<file path="src/rtl/sw_alloc_rr_if.sv">
// Switch-allocator bundle: per-input crossbar requests in, grants and
// per-output crossbar selects out.
interface sw_alloc_rr_if #(
    parameter int NUM_PORTS = 5,
    parameter int PORT_W    = 3
);
    logic [NUM_PORTS-1:0]        req;
    logic [NUM_PORTS*PORT_W-1:0] req_port;
    logic [NUM_PORTS*3-1:0]      req_flit_type;
    logic [NUM_PORTS-1:0]        out_ready;
    logic [NUM_PORTS-1:0]        grant;
    logic [NUM_PORTS*PORT_W-1:0] xbar_sel;
    logic [NUM_PORTS-1:0]        xbar_valid;
    logic [NUM_PORTS-1:0]        out_locked;
    logic                        illegal_req;

    modport master (
        output req, req_port, req_flit_type, out_ready,
        input  grant, xbar_sel, xbar_valid, out_locked, illegal_req
    );

    modport slave (
        input  req, req_port, req_flit_type, out_ready,
        output grant, xbar_sel, xbar_valid, out_locked, illegal_req
    );
endinterface

</file>
<file path="src/rtl/sw_alloc_rr.sv">
// Round-robin switch allocator with per-output packet locking: an output stays
// bound to one input from its head flit until its tail flit is granted.
module sw_alloc_rr #(
    parameter int         NUM_PORTS = 5,
    parameter int         PORT_W    = 3,
    parameter logic [2:0] TAIL_TYPE = 3'b010
) (
    input  logic         clk,
    input  logic         rst,
    sw_alloc_rr_if.slave bus
);
    typedef enum logic {IDLE = 1'b0, LOCKED = 1'b1} lock_t;

    lock_t             lock   [NUM_PORTS];
    logic [PORT_W-1:0] owner  [NUM_PORTS];
    logic [PORT_W-1:0] rr_ptr [NUM_PORTS];
    logic              illegal_q;

    logic [PORT_W-1:0]           win_idx [NUM_PORTS];
    logic [NUM_PORTS-1:0]        win_tail;
    logic [NUM_PORTS-1:0]        grant_c;
    logic [NUM_PORTS-1:0]        valid_c;
    logic [NUM_PORTS*PORT_W-1:0] sel_c;
    logic                        illegal_seen;

    // Zero-latency arbitration: a locked output only considers its owner,
    // an idle output scans inputs starting just after the last winner.
    always_comb begin
        int   idx;
        logic found;
        idx      = 0;
        found    = 1'b0;
        grant_c  = '0;
        valid_c  = '0;
        sel_c    = '0;
        win_tail = '0;
        for (int o = 0; o < NUM_PORTS; o++) begin
            win_idx[o] = '0;
            found      = 1'b0;
            if (!rst && bus.out_ready[o]) begin
                if (lock[o] == LOCKED) begin
                    if (bus.req[owner[o]] &&
                        bus.req_port[owner[o]*PORT_W +: PORT_W] == PORT_W'(o)) begin
                        found      = 1'b1;
                        win_idx[o] = owner[o];
                    end
                end else begin
                    for (int k = 1; k <= NUM_PORTS; k++) begin
                        idx = int'(rr_ptr[o]) + k;
                        if (idx >= NUM_PORTS) idx = idx - NUM_PORTS;
                        if (!found && bus.req[idx] &&
                            bus.req_port[idx*PORT_W +: PORT_W] == PORT_W'(o)) begin
                            found      = 1'b1;
                            win_idx[o] = PORT_W'(idx);
                        end
                    end
                end
            end
            if (found) begin
                grant_c[win_idx[o]]          = 1'b1;
                valid_c[o]                   = 1'b1;
                sel_c[o*PORT_W +: PORT_W]    = win_idx[o];
                win_tail[o] = (bus.req_flit_type[win_idx[o]*3 +: 3] == TAIL_TYPE);
            end
        end
    end

    always_comb begin
        illegal_seen = 1'b0;
        for (int i = 0; i < NUM_PORTS; i++) begin
            if (bus.req[i] && int'(bus.req_port[i*PORT_W +: PORT_W]) >= NUM_PORTS)
                illegal_seen = 1'b1;
        end
    end

    // Lock state only moves on a granted flit; backpressure and bubbles hold it.
    always_ff @(posedge clk or posedge rst) begin
        if (rst) begin
            for (int o = 0; o < NUM_PORTS; o++) begin
                lock[o]   <= IDLE;
                owner[o]  <= '0;
                rr_ptr[o] <= PORT_W'(NUM_PORTS - 1);
            end
            illegal_q <= 1'b0;
        end else begin
            for (int o = 0; o < NUM_PORTS; o++) begin
                if (valid_c[o]) begin
                    rr_ptr[o] <= win_idx[o];
                    if (lock[o] == LOCKED) begin
                        if (win_tail[o]) lock[o] <= IDLE;
                    end else if (!win_tail[o]) begin
                        lock[o]  <= LOCKED;
                        owner[o] <= win_idx[o];
                    end
                end
            end
            if (illegal_seen) illegal_q <= 1'b1;
        end
    end

    always_comb begin
        bus.out_locked = '0;
        for (int o = 0; o < NUM_PORTS; o++) bus.out_locked[o] = (lock[o] == LOCKED);
    end

    assign bus.grant       = grant_c;
    assign bus.xbar_valid  = valid_c;
    assign bus.xbar_sel    = sel_c;
    assign bus.illegal_req = illegal_q;

endmodule

</file>
<file path="src/flat_wrapper.sv">
// flat-port wrapper written by rule: the top's interface ports become plain ports
module sw_alloc_rr_flat 
#(
    parameter int         NUM_PORTS = 5,
    parameter int         PORT_W    = 3,
    parameter logic [2:0] TAIL_TYPE = 3'b010
)
  (clk, rst, bus_req, bus_req_port, bus_req_flit_type, bus_out_ready, bus_grant, bus_xbar_sel, bus_xbar_valid, bus_out_locked, bus_illegal_req);
  sw_alloc_rr_if #(.NUM_PORTS(NUM_PORTS), .PORT_W(PORT_W)) bus_i ();
  input  logic clk;
  input  logic rst;
  input wire logic [$bits(bus_i.req)-1:0] bus_req;
  input wire logic [$bits(bus_i.req_port)-1:0] bus_req_port;
  input wire logic [$bits(bus_i.req_flit_type)-1:0] bus_req_flit_type;
  input wire logic [$bits(bus_i.out_ready)-1:0] bus_out_ready;
  output wire logic [$bits(bus_i.grant)-1:0] bus_grant;
  output wire logic [$bits(bus_i.xbar_sel)-1:0] bus_xbar_sel;
  output wire logic [$bits(bus_i.xbar_valid)-1:0] bus_xbar_valid;
  output wire logic [$bits(bus_i.out_locked)-1:0] bus_out_locked;
  output wire logic [$bits(bus_i.illegal_req)-1:0] bus_illegal_req;
  assign bus_i.req = bus_req;
  assign bus_i.req_port = bus_req_port;
  assign bus_i.req_flit_type = bus_req_flit_type;
  assign bus_i.out_ready = bus_out_ready;
  assign bus_grant = bus_i.grant;
  assign bus_xbar_sel = bus_i.xbar_sel;
  assign bus_xbar_valid = bus_i.xbar_valid;
  assign bus_out_locked = bus_i.out_locked;
  assign bus_illegal_req = bus_i.illegal_req;
  sw_alloc_rr #(.NUM_PORTS(NUM_PORTS), .PORT_W(PORT_W), .TAIL_TYPE(TAIL_TYPE)) u_core (.clk(clk), .rst(rst), .bus(bus_i));
endmodule
</file>
<file path="config.mk">
export PLATFORM = sky130hd
export DESIGN_NAME = sw_alloc_rr_flat
export DESIGN_NICKNAME = d
export VERILOG_FILES = /design/src/rtl/sw_alloc_rr_if.sv /design/src/rtl/sw_alloc_rr.sv /design/src/flat_wrapper.sv
export SDC_FILE = /design/constraint.sdc
export NUM_CORES = 1
export LEC_CHECK = 0
export ABC_AREA = 0
export CELL_PAD_IN_SITES_DETAIL_PLACEMENT = 1
export CELL_PAD_IN_SITES_GLOBAL_PLACEMENT = 2
export CORE_MARGIN = 4
export CORE_UTILIZATION = 41
export CTS_CLUSTER_SIZE = 24
export DETAILED_ROUTE_END_ITERATION = 12
export PLACE_DENSITY_LB_ADDON = 0.1
export SLEW_MARGIN = 20
export SYNTH_ARGS = -nofsm -noshare
export SYNTH_HDL_FRONTEND = slang
export SYNTH_SLANG_ARGS = --single-unit
</file>
<file path="constraint.sdc">
create_clock -name clk -period 15.7 [get_ports clk]
set_input_delay 3.14 -clock clk [delete_from_list [all_inputs] [get_ports clk]]
set_output_delay 3.14 -clock clk [all_outputs]
set_load 0.02 [all_outputs]
</file>
Word-level counts from Yosys, hierarchy flattened
Cells that the tools add are included.
{"block": "word_totals", "regBits": 36, "output_inout_bits": 31, "elab_cells": 666}
{"block": "op_classes", "n_addsub": 50, "mul": 35, "order_cmp": 70, "n_eq_ne": 29, "shift": 35, "muxes": 320, "n_bitwise": 14, "reduce_logical": 97}
{"cell": "$mux W32", "count": 75}
{"cell": "$ge A32 B4 Y1 const B", "count": 25}
{"cell": "$lt A32 B5 Y1 const B", "count": 25}
{"cell": "$mul A32 B3 Y32 const B", "count": 25}
{"cell": "$shiftx A15 B32 Y3", "count": 25}
{"cell": "$sub A32 B4 Y32 const B", "count": 25}
{"cell": "$mux W1", "count": 160}
{"cell": "$shiftx A15 B6 Y3", "count": 10}
{"cell": "$mux W3", "count": 45}
{"cell": "$bmux W1 S3", "count": 30}
{"cell": "$logic_and A1 B1 Y1", "count": 65}
{"cell": "$eq A3 B2 Y1 const B", "count": 17}
{"cell": "$mul A3 B2 Y5 const B", "count": 10}
{"cell": "$add A3 B2 Y4 const B", "count": 10}
{"cell": "$add A3 B3 Y4 const B", "count": 10}
{"cell": "$lt A3 B4 Y1 const B", "count": 10}
{"cell": "$mux W5", "count": 5}
{"cell": "$logic_not A1 Y1", "count": 21}
{"cell": "$add A3 B1 Y4 const B", "count": 5}
{"cell": "$or A5 B5 Y5", "count": 4}
{"cell": "$eq A3 B1 Y1 const B", "count": 6}
{"cell": "$eq A3 B3 Y1 const B", "count": 6}
{"cell": "$logic_not A3 Y1", "count": 6}
{"cell": "$demux W1 S3", "count": 5}
{"cell": "other kinds (4)", "count": 25}

Logic depth before layout (Yosys ltp)
{"block": "logic_depth", "word_depth": 49, "ltp_mapped": 27, "mapped_depth_nobuf": 24}

Worst setup path after synthesis
Ideal clock, no wire load.
{"block": "synth_path", "path_kind": "input to output", "startpoint": "in bus_req_port[7]", "endpoint": "out bus_grant[1]", "arrival_time_ps": 6704, "required_ps": 12560, "slack_ps": 5856, "cell_stages": 15, "n_path_buf": 4, "path_cell_list": "clkbuf_1 buf_2 buf_2 buf_1 o21ai_0 mux4_2 a21oi_1 o211ai_1 nor2b_1 o21ai_0 a211o_1 a31oi_1 nor2_1 a221oi_1 o211ai_1"}
{"block": "synth_between", "elab_chain_cells": 43, "word_cells_on_any_way": 284}
{"item": "start: declaration", "line": "flat_wrapper.sv:13", "source": "input wire logic [$bits(bus_i.req_port)-1:0] bus_req_port;"}
{"item": "$shiftx A15 B32 Y3", "line": "sw_alloc_rr.sv:52", "source": "bus.req_port[idx*PORT_W +: PORT_W] == PORT_W'(o)) begin"}
{"item": "$logic_not A3 Y1", "line": "sw_alloc_rr.sv:52"}
{"item": "$logic_and A1 B1 Y1", "line": "sw_alloc_rr.sv:51", "source": "if (!found && bus.req[idx] &&"}
{"item": "$mux W1", "line": "sw_alloc_rr.sv:51"}
{"item": "$mux W1", "line": "sw_alloc_rr.sv:41", "source": "if (lock[o] == LOCKED) begin"}
{"item": "$mux W1", "line": "sw_alloc_rr.sv:40", "source": "if (!rst && bus.out_ready[o]) begin"}
{"item": "$logic_not A1 Y1", "line": "sw_alloc_rr.sv:51"}
{"item": "$logic_and A1 B1 Y1 (2 in series)", "line": "sw_alloc_rr.sv:51"}
{"item": "(+26 left out)"}
{"item": "$or A5 B5 Y5 (no line)"}
{"item": "$mux W5", "line": "sw_alloc_rr.sv:59", "source": "if (found) begin"}
{"item": "$or A5 B5 Y5 (no line)"}
{"item": "$mux W5", "line": "sw_alloc_rr.sv:59"}
{"item": "$or A5 B5 Y5 (no line)"}
{"item": "$mux W5", "line": "sw_alloc_rr.sv:59"}
{"item": "$or A5 B5 Y5 (no line)"}
{"item": "$mux W5 *", "line": "sw_alloc_rr.sv:59"}
{"item": "end: declaration", "line": "flat_wrapper.sv:16", "source": "output wire logic [$bits(bus_i.grant)-1:0] bus_grant;"}
Every way passes the cells marked *; elsewhere a longest branch is shown, timed or not. The select of a mux whose other input is x is not followed.

Worst setup path after layout
{"block": "layout_path", "startpoint": "in bus_req_port[10]", "endpoint": "out bus_grant[1]"}
The elaborated chain is that of the path after synthesis.

==> flow_summary.yaml <==
detailed_routing:
  ant_nets: 0
  wirelength_mm: 90.5
  vias: 22103
  drc: 0
  maxUsedRoutingLayer: "met4"
  met3_length_mm: 6.36
  dr_wl_met2_mm: 41.4
  dr.pass1.iters: 5
  routedWlPerCell_um: 28.0
  vias_per_cell: 6.84
  drt_iter0_drc: 1761
  m1WireLength_mm: 39.1
final_layout:
  n_antenna_cell: 0
  syn2layout_area_growth_pct: 6.09
  final_core_util_pct: 44.3
  layout.nets: 2943
  drive_gt1_share_pct: 6.56
logic_synthesis:
  syn_avg_cell_area_um2: 7.27
  ys.flop_type: "dfrtp_1"
  synth-edff-count: 0
  yosysMostFrequentCell: "ha_1"
  synth_common_cells: "250 x ha_1, 189 x a21oi_1, 179 x nand2_1"
  synth-seq-cells: 36
  yosys_warnings: 0
  ys_types: 112
  yosysSeqAreaShare_pct: 4.65
  async_flop_share_pct: 100
  synth_largest_area_cell: "ha_1"
  netlist_area_um2: 19500
  synthTopCellsByArea: "ha_1 16%, mux2i_1 6.5%, a21oi_1 4.9%"
  synth_top_cell_area_share_pct: 16.0
  synthCells: 2681
grt:
  track_usage_pct: 34.2
  grt_pass1_wl_mm: 137
  antenna_found_initial: 1
  grt-ovfl-total: 0
  grt_max_degree: 50
  grt_pass1_vias: 22687
place:
  io_buffer_count: 72
  gp_congestion: 0.975
  dpl.hpwl_mm: 67.5
clocking:
  htree_levels: 2
  cts_root_buffer: "clkbuf_16"
  cts_tree: "built"
  holdBufCountCts: 0
  cts-resized-gates: 0
  cts_num_sinks: 36
  clk_pin_slew_ns: 0.08
  ctsLongestPathBuffers: 2
  cts_setup_buffers: 0
  cts_inserted_buffers: 5
  insertion_delay_ns: 0.31
sta:
  hold_violations: 0
  post-route-min-period_ns: 12.27
  rsz0062_at_grt: "no"
  drv_slew: 0
  final.period_utilization_pct: 78.2
  fmax_mhz: 81.5
  setup_viol: 0
  final.setup_skew_ns: 0.0117
  slew_headroom_pct: 31.3
  final.setup.tns_ns: 0
  worstMarginPinSlew_ns: 1.02
floorplanning:
  num_rows: 79
  die-area_um2: 51100
  die_y_um: 226
  fp.dieW_um: 226
  core_area_um2: 46800
  ios: 73
  start_util_pct: 41.7
worst_setup_path:
  cp.required_ns: 12.56
  cp_max_fo: 24
  cp_top_family: "compound AO/OA/AOI/OAI gates"
  criticalPathCategory: "in2out"
  start_kind: "input port"
  crit_path_cell_trace: "clkdlybuf4s50_1, buf_4, buf_4, nor2b_1, mux2i_1, o21ai_0, nand3_1, a2111oi_0, o311ai_1, and2_1, a31o_2, o31ai_1, nor2_1, a221oi_1, o211ai_1, clkdlybuf4s50_1"
  cp_num_buf_inv: 4
  end_kind: "output pin"
  slowest_delay_ns: 0.75
  cp_data_arrival_time_ns: 9.13
  crit_slowest_cell: "nor2b_1"
job:
  cap_violations: 0
hold_path:
  hold_class: "reg2reg"
outcome:
  status: "completed"
per-stage QoR:
step	cell area [um2]	hold WS, ns	cells	worst slack, ns
after floorplan	19500	0.488	2686	5.86
after global placement	20500	0.532	3222	3.84
after detailed placement	20500	0.532	3222	3.68
after CTS	20700	0.548	3230	3.65
after global routing	20700	0.573	3230	3.02
final	20700	0.552	3230	3.43
sequential cells by signal, indices dropped and copies added, names as in the netlist:
| name | count |
|---|---|
| u_core.owner | 15 |
| u_core.rr_ptr | 15 |
| u_core.bus.illegal_req | 1 |
| u_core.bus.out_locked | 5 |
metal layers:
layer | track usage (%) | vias up
li1 | - | 9965
met1 | 44.7 | 11036
met2 | 56.8 | 896
met3 | 5.65 | 206
met4 | 12.5 | 0
met5 | 0 | -
kinds of logic (layout without fill, tap and decap cells):
family	Yosys count	count (layout)	share of synthesized area, %
flops	36	36	4.65
xor+xnor	79	79	4.33
compound gates	831	831	29.6
buf+inv	376	313	7.65
mux	164	164	9.53
simple gates	915	915	25.2
other cells	1	6	0.0192
fa+ha+maj	279	279	19.0
worst register-to-register path: stages, from the launching register on:
cell and delay, ns:
dfrtp_2 0.74, clkinv_1 0.80, ha_1 0.57, fa_1 0.46
a21boi_2 0.30, xnor2_1 0.66, inv_2 0.27, ha_1 0.69
or4b_1 0.48, o311ai_0 0.10, o21ai_0 0.13, and4b_1 0.24
a31o_2 0.25, a221oi_1 0.38, nand2_1 0.25, a2bb2oi_1 0.21
a31oi_1 0.67, nor2_1 0.14, o211ai_1 0.16, o2111ai_1 0.29
mux2i_1 0.20
worst paths after layout:
kind                                              start                                  to  slack [ns]  depth (start not counted)
max                                    bus_req_port[10]                        bus_grant[1]        3.43                         16
min                         u_core.owner[5]$_DFFE_PP0P_         u_core.owner[5]$_DFFE_PP0P_        0.55                          1
max reg2reg                u_core.rr_ptr[6]$_DFFE_PP0P_         u_core.owner[7]$_DFFE_PP0P_        7.57                         20
min reg2reg                 u_core.owner[5]$_DFFE_PP0P_         u_core.owner[5]$_DFFE_PP0P_        0.55                          1
max in group asynchronous                           rst        u_core.rr_ptr[6]$_DFFE_PP0P_       11.43                          3
min in group asynchronous                           rst  u_core.bus.illegal_req$_DFFE_PP0P_        3.81                          3
cells in the final DEF, fill, tap and decap left out, types with 37 or more instances in the layout:
cell type / instances
ha_1: 250
nor2_1: 165
o21ai_0: 130
nor3_1: 83
nand2b_1: 71
buf_4: 40
xnor2_1: 46
clkdlybuf4s50_1: 67
o211ai_1: 46
nand2_1: 179
nand3_1: 103
nor2b_1: 51
inv_1: 173
a21o_1: 37
mux2i_1: 126
a31oi_1: 54
a21oi_1: 189
area by class of cell:
type | count | area [um2]
fill | 5924 | 26100
timing repair buffer | 112 | 996
clock buffer | 5 | 125
inverter | 193 | 724
sequential | 36 | 908
multi-input combinational | 2274 | 17100
clock inverter | 3 | 46.3
tap | 607 | 759
Power is not shown: default switching activity piles up to over one toggle a cycle in this logic, so the estimate is an artifact.
